File: src/rtl/output_update_ctrl.sv
// Output-layer weight/bias update sequencer.
// Scans a latched per-neuron error-sign vector. For every neuron with a
// clean (non-conflicting) error sign it issues one start pulse to the
// delta_weight2/delta_bias2 datapath, streams the hidden index 0..NHIDDEN-1,
// and produces the one-cycle-delayed weight/bias write-back strobes.
module output_update_ctrl #(
   parameter int NOUT       = 10,
   parameter int NHIDDEN    = 256,
   parameter int COUNT_BIT2 = 8,
   parameter int OBITS      = 4
) (
   input  logic                  clk,
   input  logic                  reset_b,
   input  logic                  err_valid,
   input  logic [NOUT-1:0]       err_pos,
   input  logic [NOUT-1:0]       err_neg,
   output logic                  busy,
   output logic                  done,
   output logic                  start_pos,
   output logic                  start_neg,
   output logic [COUNT_BIT2-1:0] hid_addr,
   output logic                  hid_rd_en,
   output logic [OBITS-1:0]      w_neuron,
   output logic [COUNT_BIT2-1:0] w_addr,
   output logic                  w_we,
   output logic                  b_we
);

   typedef enum logic [1:0] {
      IDLE   = 2'd0,
      SCAN   = 2'd1,
      STREAM = 2'd2,
      DRAIN  = 2'd3
   } state_t;

   localparam logic [OBITS-1:0]      LAST_N = OBITS'(NOUT - 1);
   localparam logic [COUNT_BIT2-1:0] LAST_K = COUNT_BIT2'(NHIDDEN - 1);

   state_t          state;
   logic [NOUT-1:0] pmask;
   logic [NOUT-1:0] nmask;
   logic [OBITS-1:0] n;

   // Pass sequencer: mask latch, neuron scan and hidden-index stream.
   // hid_addr doubles as the stream counter k; it is returned to 0 on stream exit.
   always_ff @(posedge clk or negedge reset_b) begin
      if (!reset_b) begin
         state     <= IDLE;
         pmask     <= '0;
         nmask     <= '0;
         n         <= '0;
         busy      <= 1'b0;
         done      <= 1'b0;
         start_pos <= 1'b0;
         start_neg <= 1'b0;
         hid_rd_en <= 1'b0;
         hid_addr  <= '0;
      end else begin
         start_pos <= 1'b0;
         start_neg <= 1'b0;
         done      <= 1'b0;
         case (state)
            IDLE: begin
               if (err_valid) begin
                  pmask <= err_pos & ~err_neg;
                  nmask <= err_neg & ~err_pos;
                  n     <= '0;
                  busy  <= 1'b1;
                  state <= SCAN;
               end
            end
            SCAN: begin
               if (pmask[n] | nmask[n]) begin
                  state     <= STREAM;
                  hid_rd_en <= 1'b1;
                  hid_addr  <= '0;
                  start_pos <= pmask[n];
                  start_neg <= nmask[n];
               end else if (n == LAST_N) begin
                  state <= DRAIN;
               end else begin
                  n <= n + 1'b1;
               end
            end
            STREAM: begin
               if (hid_addr == LAST_K) begin
                  hid_rd_en <= 1'b0;
                  hid_addr  <= '0;
                  if (n == LAST_N) begin
                     state <= DRAIN;
                  end else begin
                     n     <= n + 1'b1;
                     state <= SCAN;
                  end
               end else begin
                  hid_addr <= hid_addr + 1'b1;
               end
            end
            DRAIN: begin
               busy  <= 1'b0;
               done  <= 1'b1;
               state <= IDLE;
            end
            default: state <= IDLE;
         endcase
      end
   end

   // Write-back strobes and addresses trail the read stream by one cycle,
   // matching the registered datapath output.
   always_ff @(posedge clk or negedge reset_b) begin
      if (!reset_b) begin
         w_we     <= 1'b0;
         b_we     <= 1'b0;
         w_addr   <= '0;
         w_neuron <= '0;
      end else begin
         w_we     <= hid_rd_en;
         b_we     <= start_pos | start_neg;
         w_addr   <= hid_addr;
         w_neuron <= n;
      end
   end

endmodule

File: config.mk
export PLATFORM = sky130hd
export DESIGN_NAME = output_update_ctrl
export DESIGN_NICKNAME = d
export VERILOG_FILES = /design/src/rtl/output_update_ctrl.sv
export SDC_FILE = /design/constraint.sdc
export NUM_CORES = 1
export LEC_CHECK = 0
export CAP_MARGIN = 25
export CORE_MARGIN = 5
export CORE_UTILIZATION = 28
export DETAILED_ROUTE_END_ITERATION = 7
export DONT_BUFFER_PORTS = 1
export GPL_ROUTABILITY_DRIVEN = 0
export HOLD_SLACK_MARGIN = 0.1
export PLACE_DENSITY = 0.52
export SETUP_SLACK_MARGIN = 0.02
export SLEW_MARGIN = 15
export SYNTH_ARGS = -nofsm -noshare
export SYNTH_HDL_FRONTEND = slang
export SYNTH_SLANG_ARGS = --single-unit
File: constraint.sdc
create_clock -name clk -period 3.2 [get_ports clk]
set_clock_uncertainty 0.15 [all_clocks]
set_input_delay 0.32 -clock clk [delete_from_list [all_inputs] [get_ports clk]]
set_output_delay 0.32 -clock clk [all_outputs]
set_load 0.1 [all_outputs]
; After elaboration in Yosys (flattened, before gate mapping)
; Cells that the tools add are included.
[classes]
addsub = 2
order_cmp = 1
n_eq_ne = 10
muxes = 28
n_bitwise = 6
reduce_logical = 10
[ops]
columns = op, count
row1 = AND 10 bit, 2
row2 = inverter 10 bit, 2
row3 = 2-to-1 mux 4 bit, 4
row4 = 2-to-1 mux 8 bit, 2
row5 = one-hot mux 8 bit (2 select lines), 1
row6 = one-hot mux 4 bit (3 select lines), 1
row7 = 2-to-1 mux 1 bit, 10
row8 = 2-to-1 mux 2 bit, 5
row9 = "adder 8 x 1 -> 8 bit, second input constant", 1
row10 = binary-select mux 1 bit (select 4 bit), 2
row11 = "== test 8 bit, second input constant", 1
row12 = "inequality test 2 bit, second input constant", 4
row13 = one-hot mux 2 bit (4 select lines), 1
row14 = AND reduction 2 bit, 3
row15 = AND reduction 3 bit, 2
row16 = "less-than comparator 4 x 5 -> 1 bit, second input constant", 1
row17 = "adder 4 x 1 -> 4 bit, second input constant", 1
row18 = "== test 2 bit, second input constant", 2
row19 = "== test 4 bit, second input constant", 1
row20 = one-hot mux 1 bit (2 select lines), 2
row21 = AND reduction 4 bit, 1
row22 = nonzero test 2 bit, 2
row23 = "inequality test 3 bit, second input constant", 1
row24 = nonzero test 3 bit, 1
row25 = other kinds (3), 4
[word_totals]
regBits = 53
input_bits = 23
output_inout_bits = 27
elab_cells = 71

; Logic depth before layout (Yosys ltp)
; Gate-level depths: netlist (run 1).
[logic_depth]
word_depth = 5
mapped_depth = 9
depth_no_buf = 8

; Least setup slack after synthesis (run 1)
; OpenSTA, ideal clock, no wires.
[synth_path]
path_kind = register to register
from = register hid_addr[0]
to = register n[3]
setup_time_ns = 0.101
arrival_ns = 2.679
t_required_ns = 2.949
slack_ns = 0.271
stages_incl_launch_ff = 8
n_path_buf = 0
synth_period_minus_slack_ns = 2.929
cell_sequence = dfrtp_1 ha_1 nand3_4 o31ai_4 a21boi_4 o211ai_4 or2_4 o311ai_2
[synth_via]
elab_chain_len = 3
[synth_rtl]
columns = item, line
row1 = from (decl), 21  ; output logic [COUNT_BIT2-1:0] hid_addr,
row2 = from (signal assigned), 96  ; hid_addr <= hid_addr + 1'b1;
row3 = == test 8 bit, 86  ; if (hid_addr == LAST_K) begin
row4 = inequality test 2 bit (no source line), --
row5 = AND reduction 4 bit (no source line), --
row6 = to (signal assigned), 82  ; n <= n + 1'b1;
row7 = to (signal assigned), 92  ; n <= n + 1'b1;
row8 = to (decl), 42  ; logic [OBITS-1:0] n;
; Every way passes these cells.
; A chain may end at the register's enable or synchronous reset.

; Worst setup path after layout (run 1)
[layout_path]
from = register n[0]
to = register hid_addr[1]
[layout_via]
elab_chain_len = 5
elab_cells_between_ends = 7
classes_between = 1 x eq/ne / 4 x mux / 1 x bitwise / 1 x reduce/logical
[layout_rtl]
columns = item, line
row1 = binary-select mux 1 bit (select 4 bit), 73  ; if (pmask[n] | nmask[n]) begin
row2 = 2-to-1 mux 1 bit (implied by the code), 73
row3 = bitwise OR 1 bit (*), 73
row4 = inequality test 2 bit (no source line) (*), --
row5 = AND reduction 2 bit (no source line) (*), --
; Mark *: on every way between the ends. The rest lies on a longest branch, timed or not. The select of a mux whose other input is x is not followed.

==> impl_metrics.toml, run 1 <==
[sta]
finalCritPeriodShare_pct = 82.18
setup_viol = 0
hold_viol = 0
worstMarginPinSlew_ns = 0.9584
slew_headroom_pct = 36.11
fmax_ghz = 0.3803
rsz0062_at_grt = "false"
tns_ns = 0
period_minus_slack_ns = 2.630
slew_viol_final = 0

[worst_setup_path]
cp-startpoint = "n[0]$_DFFE_PN0P_"
required_ns = 3.24
critical_path_arrival_ns = 2.67
worstPathCellList = "buf_4 > mux2i_1 > nor4_2 > nor4_4 > nand3_2 > o21ai_1 > mux2_2"
cpPeakStageDelay_ns = 0.53
crit_path_end_kind = "flip-flop"
critPathKind = "flip-flop to flip-flop"
r2r_cells = 7
crit_slowest_cell = "dfrtp_1"
start_kind = "flip-flop"
timing.rr.start = "n[0]$_DFFE_PN0P_"
rrSetupSlack_ns = 0.57
regToRegEndpoint = "hid_addr[1]$_DFFE_PN0P_"
path_buf_inv = 1
crit_path_end = "hid_addr[1]$_DFFE_PN0P_"
crit_family = "simple AND/OR/NAND/NOR gates"
worst-path-max-fanout = 12
path_depth = 7

[logic_synthesis]
syn_area_per_cell_um2 = 11.05
synth_top_cell_area_share_pct = 51.08
yosys.cell_count.top_type = "dfrtp_1"
synth_top_area_cell = "dfrtp_1"
ys_seq_area_share_pct = 51.08
synth_top_family_by_area = "simple AND/OR/NAND/NOR gates"
ys_seq_elements = 53
synth_fa_ha_area_share_pct = 3.373
synth_mux_area_share_pct = 4.819
netlist_top_cells_count = "53 x dfrtp_1, 30 x nand2_1, 27 x o21ai_0"
synth_compound_area_share_pct = 17.30
postSynthCellCount = 235
synth_cell_types = 53
synth-xor-area-share_pct = 0
synth_simple_gate_area_share_pct = 19.71
syn_area_um2 = 2596
async_flop_share_pct = 100.0
ys.flop_type = "dfrtp_1"
ys_warn_count = 0
synth_area_leaders = "dfrtp_1 51%, nand2b_1 5.5%, o21ai_0 5.2%"
synth_nets = 265
synth_edf_count = 0

[global_routing]
antenna_found_initial = 0
grt_pass1_wl_um = 9742
grtUsageTotal_pct = 10.77
grt_pass1_vias = 1947
grt_overflow = 0
grt_max_degree = 54

[placed_design]
dpl.hpwl_um = 3892
dpl_cell_area_um2 = 2733
port_buffers = 0

[pwr]
leakagePower_uw = 0.001392
peakVddDrop_mv = 0.2650
totalPowerFinal_uw = 3093
powerDensity_nw_per_um2 = 966.3

[run_status]
status = "finished clean"

[floorplan]
die_x_um = 106.3
die_h_um = 106.3
core_um2 = 9153
die_area_um2 = 11300
start_util_pct = 28.37
ios = 50
placementRows = 35

[finish]
layout-drive-gt1-share_pct = 13.82
design_area_um2 = 3201
n_antenna_cell = 0
layout.nets = 304
area.growth.synth_to_final_pct = 23.28
final_core_util_pct = 34.97

[drt]
ant_nets = 0
wire_per_inst_um = 14.70
drcViolationCount = 0
via_per_inst = 4.756
wl_um = 5676
drt_iter0_drc = 47
via_count = 1836
drtPass1Iterations = 4

[job]
cap_violations = 0

[clock_tree]
clk_pin_slew_ns = 0.11
hold_buffers = 33
clk_latency_ns = 0.31
cts-resized-gates = 0
cts_root_buf = "clkbuf_8"
clockBufferDepth = 2
cts_tree = "yes"
numCtsBuffers = 5
cts_max_level = 2
post-cts-setup-buffers = 0
cts_sinks = 53

[min_path]
hold_path_startpoint = "err_valid"
min_path_type = "input port to flip-flop"
## logic make-up (layout without fill, tap and decap cells)
group	count (synthesis)	in the layout
DFF	53	53
muxes	11	11
AOI/OAI and AO/OA	60	60
adders and majority gates	7	7
and+or+nand+nor	88	88
buffers and inverters	16	56
## layout make-up
cell class	instances	area, um^2
clock buffer	6	82.58
inverter	5	18.77
sequential	53	1326
clock inverter	2	37.54
multi-input combinational	166	1174
fill	925	5952
tap	111	138.9
timing repair buffer	43	422.9
## layout by cell type, fill, tap and decap left out, types with 2 or more instances in the layout
master and n:
a22o_1 4, mux2i_1 8, and3_2 2, inv_1 5
o221ai_1 4, nand2b_1 23, o21ai_1 3, nand3b_1 2
nor3_1 2, nand3_1 3, dlygate4sd3_1 32, o211ai_1 2
o21ai_0 27, clkbuf_8 6, ha_1 7, nor2_1 6
nor2b_1 2, and3_1 3, a221o_1 2, o22ai_1 2
buf_4 10, nand2_1 30, dfrtp_1 53, mux2_2 2
o211a_1 2, or3b_1 2, a31oi_1 2, a21oi_1 3
## state kept, by name, indices dropped and copies added, names as in the netlist, 2 cells and up
name / cells
nmask: 10
pmask: 10
hid_addr: 8
w_addr: 8
n: 4
w_neuron: 4
state: 2
## power by group
part           total (uW)  switching [uW]  internal, uW
logic                1100             649           456
registers            1510             642           867
clock network         479             224           255
## how the worst min path moves through the flow
stage | slack [ns] | cells after the start | to
after floorplan | -0.13 | 0 | b_we$_DFF_PN0_
after global placement | -0.12 | 0 | w_addr[6]$_DFF_PN0_
after detailed placement | -0.12 | 0 | w_addr[6]$_DFF_PN0_
after CTS | 0.10 | 3 | busy$_DFFE_PN0P_
after global routing | 0.13 | 3 | busy$_DFFE_PN0P_
final | 0.11 | 3 | busy$_DFFE_PN0P_
## tightest hold or removal path, delay by kind of cell
family / cells / cell delay, ns
simple gates: 1 / 0.08
compound gates: 1 / 0.07
buf+inv: 1 / 0.05
## layer usage
metal | routed length, um | GRT usage [%] | part of all wire (%)
met4 | 40 | 2.775 | 0.70
met3 | 218 | 2.611 | 3.8
met1 | 2670 | 14.70 | 47
met2 | 2746 | 17.10 | 48
met5 | 0 | 0 | 0
## stage by stage
| stage | cells | setup WS, ns | hold slack [ns] |
|---|---|---|---|
| 6_report | 386 | 0.5704 | 0.1108 |
| 5_1_grt | 386 | 0.3373 | 0.1340 |
| 4_1_cts | 386 | 0.5473 | 0.1009 |
| 3_5_place_dp | 345 | 0.5925 | -0.1242 |
| 3_3_place_gp | 345 | 0.7242 | -0.1243 |
| 2_1_floorplan | 235 | 0.2708 | -0.1256 |
No activity file was read; power rests on OpenSTA's default activity.
==> inputs of run 2 (changes only) <==
clock period = 2.64 ns   (was 3.2 ns; I/O delays follow)
==> impl_metrics.toml, run 2 (synthesis gave the netlist of run 1 again) <==
[run_status]
status = "finished clean"

[global_routing]
grt_pass1_wl_um = 9673
grt_max_degree = 54
antenna_found_initial = 0
grtUsageTotal_pct = 10.47
grt_overflow = 0
grt_pass1_vias = 1962

[sta]
fmax_ghz = 0.4240
worstMarginPinSlew_ns = 0.9072
fin_ws_ns = 0.2813
slew_viol_final = 0
setup_viol = 0
slew_headroom_pct = 39.52
rsz0062_at_grt = "false"
finalCritPeriodShare_pct = 89.35
hold_viol = 0
tns_ns = 0
period_minus_slack_ns = 2.359

[clock_tree]
post-cts-setup-buffers = 0
numCtsBuffers = 5
clk_latency_ns = 0.30
cts_root_buf = "clkbuf_8"
cts_sinks = 53
clk_pin_slew_ns = 0.09
cts_max_level = 2
cts_tree = "yes"
hold_buffers = 33
clockBufferDepth = 2
cts-resized-gates = 0

[pwr]
powerDensity_nw_per_um2 = 1162
leakagePower_uw = 0.001412
pwr-share-seq_pct = 45.6
internal_power_uw = 1947
peakVddDrop_mv = 0.3939
clock_power_share_pct = 14.4
totalPowerFinal_uw = 3774
power.switching_uw = 1827
switching_share_pct = 48.41
p_comb_share_pct = 40.0

[drt]
wire_per_inst_um = 13.79
wl_um = 5421
via_per_inst = 4.758
drtPass1Iterations = 4
ant_nets = 0
via_count = 1870
drt_iter0_drc = 60
drcViolationCount = 0

[worst_setup_path]
crit_path_end_kind = "flip-flop"
regToRegEndpoint = "hid_addr[1]$_DFFE_PN0P_"
required_ns = 2.68
r2r_cells = 5
rrSetupSlack_ns = 0.28
worst-path-max-fanout = 8
critPathKind = "flip-flop to flip-flop"
start_kind = "flip-flop"
timing.rr.start = "n[0]$_DFFE_PN0P_"
critical_path_arrival_ns = 2.40

[finish]
reg.largest.list = "nmask (10), pmask (10)"
fillers = 901
area.growth.synth_to_final_pct = 25.16
final_common_cell = "dfrtp_1"
layout.nets = 311
final_core_util_pct = 35.50
final_cell_mix = "46 x dfrtp_1, 32 x dlygate4sd3_1, 30 x nand2_1"
n_antenna_cell = 0
layout-drive-gt1-share_pct = 18.09
design_area_um2 = 3249

[floorplan]
placementRows = 35
die_x_um = 106.3
die_h_um = 106.3
ios = 50
die_area_um2 = 11300
start_util_pct = 28.37
core_um2 = 9153

[job]
cap_violations = 0

[placed_design]
dpl.hpwl_um = 3846
dpl_cell_area_um2 = 2794
place_ws_ns = 0.2863
port_buffers = 0

[min_path]
hold_path_startpoint = "err_valid"
min_path_type = "input port to flip-flop"
whs_path_depth = 4
worst_hold_path.endpoint = "pmask[4]$_DFFE_PN0P_"
run 2: cell count changes in the layout (fill, tap and decap cells not counted), sizes merged:
cell,previous run,this run
clkinvlp,1,0
buf,11,18
clkinv,0,1
run 2: worst max-delay path by stage:
stage | start | endpoint | slack [ns] | depth (start not counted)
2_1_floorplan | hid_addr[1]$_DFFE_PN0P_ | n[3]$_DFFE_PN0P_ | 0.04 | 7
3_3_place_gp | n[0]$_DFFE_PN0P_ | hid_addr[1]$_DFFE_PN0P_ | 0.31 | 5
3_5_place_dp | n[0]$_DFFE_PN0P_ | hid_addr[1]$_DFFE_PN0P_ | 0.29 | 5
4_1_cts | n[0]$_DFFE_PN0P_ | hid_addr[1]$_DFFE_PN0P_ | 0.26 | 5
5_1_grt | n[0]$_DFFE_PN0P_ | hid_addr[1]$_DFFE_PN0P_ | 0.07 | 6
6_report | n[0]$_DFFE_PN0P_ | hid_addr[1]$_DFFE_PN0P_ | 0.28 | 5
run 2: through the flow:
step           instances  hold WS [ns]
3_3_place_gp         352       -0.1804
4_1_cts              393        0.2805
6_report             393        0.2914
3_5_place_dp         352       -0.1800
5_1_grt              393        0.3092
2_1_floorplan        235       -0.1816
run 2: area by class of cell:
| cell class | instances | area, um^2 | area share, % |
|---|---|---|---|
| inverters | 5 | 18.77 | 0.5776 |
| clock buffers | 6 | 72.57 | 2.233 |
| repair buffers | 50 | 475.5 | 14.63 |
| well taps | 111 | 138.9 | 4.274 |
| clock inverters | 2 | 35.03 | 1.078 |
| flip-flops and latches | 53 | 1335 | 41.09 |
| multi-input cells | 166 | 1174 | 36.12 |
run 2: routing by layer:
| layer | GRT usage [%] | vias up | share of wire (%) |
|---|---|---|---|
| met5 | 0 | - | 0 |
| met1 | 14.29 | 889 | 48 |
| met2 | 16.92 | 39 | 48 |
| met3 | 1.943 | 7 | 3.8 |
| li1 | - | 935 | - |
| met4 | 3.053 | 0 | 1.1 |
run 2: power groups by stage:
stage | combinational, uW | sequential (uW) | clock, uW
after floorplan | 1050 | 1870 | 0
after global placement | 1450 | 1750 | 0
after detailed placement | 1460 | 1750 | 0
after CTS | 1530 | 1730 | 568
after global routing | 1700 | 1770 | 600
final | 1510 | 1720 | 542
run 2: critical path: stages, from the launching register on:
cell,delay (ns)
dfrtp_1,0.58
mux4_2,0.57
o211ai_2,0.26
nand3_2,0.12
o21ai_1,0.20
mux2_2,0.37
==> inputs of run 3 (changes only) <==
CELL_PAD_IN_SITES_DETAIL_PLACEMENT = 0   (was default)
CELL_PAD_IN_SITES_GLOBAL_PLACEMENT = 2   (was default)
CORE_MARGIN = default   (was 5)
PLACE_DENSITY = 0.69   (was 0.52)
==> impl_metrics.toml, run 3 (synthesis gave the netlist of run 1 again) <==
[run_status]
status = "complete, but fails checks"
violations = "DRC"

[sta]
period_minus_slack_ns = 2.345
worstMarginPinSlew_ns = 0.8846
finalCritPeriodShare_pct = 88.83
setup_viol = 0
slew_viol_final = 0
timing.hold.ws_ns = 0.2672
slew_headroom_pct = 41.03
hold_viol = 0
tns_ns = 0
rsz0062_at_grt = "false"
fmax_ghz = 0.4264

[worst_setup_path]
start_kind = "flip-flop"
r2r_cells = 7
crit_path_end_kind = "flip-flop"
worstPathCellList = "ha_1 > nand3_4 > o31ai_4 > a21boi_4 > o211ai_4 > or2_4 > o311ai_2"
rrSetupSlack_ns = 0.29
required_ns = 2.70
crit_slowest_cell = "o31ai_4"
regToRegEndpoint = "n[3]$_DFFE_PN0P_"
worst-path-max-fanout = 8
critical_path_arrival_ns = 2.41
timing.rr.start = "hid_addr[0]$_DFFE_PN0P_"
critPathKind = "flip-flop to flip-flop"
cpPeakStageDelay_ns = 0.43

[clock_tree]
cts_max_level = 2
clk_pin_slew_ns = 0.10
cts-resized-gates = 0
cts_tree = "yes"
cts_root_buf = "clkbuf_8"
numCtsBuffers = 5
clockBufferDepth = 2
hold_buffers = 33
clk_latency_ns = 0.31
post-cts-setup-buffers = 0
cts_sinks = 53

[placed_design]
dpl_cell_area_um2 = 2790
port_buffers = 0
dpl.hpwl_um = 3673

[finish]
multiInputGateArea_um2 = 1174
layout-drive-gt1-share_pct = 18.09
fillers = 886
final_core_util_pct = 36.72
n_antenna_cell = 0
area.growth.synth_to_final_pct = 25.16
layout.nets = 311
design_area_um2 = 3249
reg.largest.list = "nmask (10), pmask (10)"
seqCellArea_um2 = 1335
final_cell_mix = "46 x dfrtp_1, 32 x dlygate4sd3_1, 30 x nand2_1"
final_common_cell = "dfrtp_1"

[min_path]
worst_hold_path.endpoint = "nmask[0]$_DFFE_PN0P_"
whs_path_depth = 4
hold_path_startpoint = "err_valid"
min_path_type = "input port to flip-flop"

[global_routing]
grt_max_degree = 54
grtUsageMet3_pct = 3.078
grt_util_met2_pct = 20.10
grtUsageTotal_pct = 12.25
grt_overflow = 0
grt_pass1_wl_um = 9225
grt_pass1_vias = 1862
grt_use_met1_pct = 16.02
antenna_found_initial = 0
busiest_layer = "met2"

[drt]
wl_um = 5493
via_per_inst = 4.795
drt_iter0_drc = 48
drtPass1Iterations = 8
drcViolationCount = 1
wire_per_inst_um = 14.08
via_count = 1870
ant_nets = 0

[job]
cap_violations = 0

[floorplan]
die_x_um = 98.29
die_h_um = 98.29
ios = 50
start_util_pct = 29.34
core_um2 = 8848
placementRows = 34
die_area_um2 = 9661

[pwr]
switching_share_pct = 48.72
powerDensity_nw_per_um2 = 1170
totalPowerFinal_uw = 3802
leakagePower_uw = 0.001412
internal_power_uw = 1950
p_comb_share_pct = 40.0
clock_power_share_pct = 14.8
pwr-share-seq_pct = 45.2
power.switching_uw = 1852
peakVddDrop_mv = 0.3916
[run 3: cell count changes in the layout (fill, tap and decap cells not counted)]
cell	change
clkinv_2	-1
clkinv_4	+1
[run 3: through the flow]
stage | worst slack, ns | cells
after global placement | 0.3205 | 349
final | 0.2948 | 390
after global routing | 0.1498 | 390
after floorplan | 0.03740 | 235
after CTS | 0.2741 | 390
after detailed placement | 0.2870 | 349
[run 3: worst max path at each step]
stage / start / slack [ns] / endpoint
6_report: hid_addr[0]$_DFFE_PN0P_ / 0.29 / n[3]$_DFFE_PN0P_
5_1_grt: hid_addr[1]$_DFFE_PN0P_ / 0.15 / n[3]$_DFFE_PN0P_
4_1_cts: hid_addr[0]$_DFFE_PN0P_ / 0.27 / n[3]$_DFFE_PN0P_
3_5_place_dp: hid_addr[0]$_DFFE_PN0P_ / 0.29 / n[3]$_DFFE_PN0P_
3_3_place_gp: n[0]$_DFFE_PN0P_ / 0.32 / hid_addr[1]$_DFFE_PN0P_
2_1_floorplan: hid_addr[1]$_DFFE_PN0P_ / 0.04 / n[3]$_DFFE_PN0P_
[run 3: cell type report]
cell class / instances / area share, %
clock inverter: 2 / 1.194
tap: 108 / 4.159
clock buffer: 6 / 2.233
sequential: 53 / 41.09
multi-input combinational: 166 / 36.12
timing repair buffer: 50 / 14.63
inverter: 5 / 0.5776
[run 3: power groups by stage]
| stage | clock network (uW) | registers, uW | logic [uW] |
|---|---|---|---|
| 6_report | 563 | 1720 | 1520 |
| 5_1_grt | 619 | 1760 | 1700 |
| 4_1_cts | 587 | 1730 | 1540 |
| 3_5_place_dp | 0 | 1740 | 1470 |
| 3_3_place_gp | 0 | 1740 | 1470 |
| 2_1_floorplan | 0 | 1870 | 1050 |
[run 3: metal layers]
layer  up-vias  wire [um]
met3         4        217
met1       904       2665
met4         0         48
met5         -          0
li1        919          -
met2        43       2561
[run 3: worst max-delay path: cells and delay by family (launching register included)]
kind                       cells  cell delay [ns]
adders and majority gates      1             0.22
AOI/OAI and AO/OA              4             1.11
and+or+nand+nor                2             0.41
DFF                            1             0.37
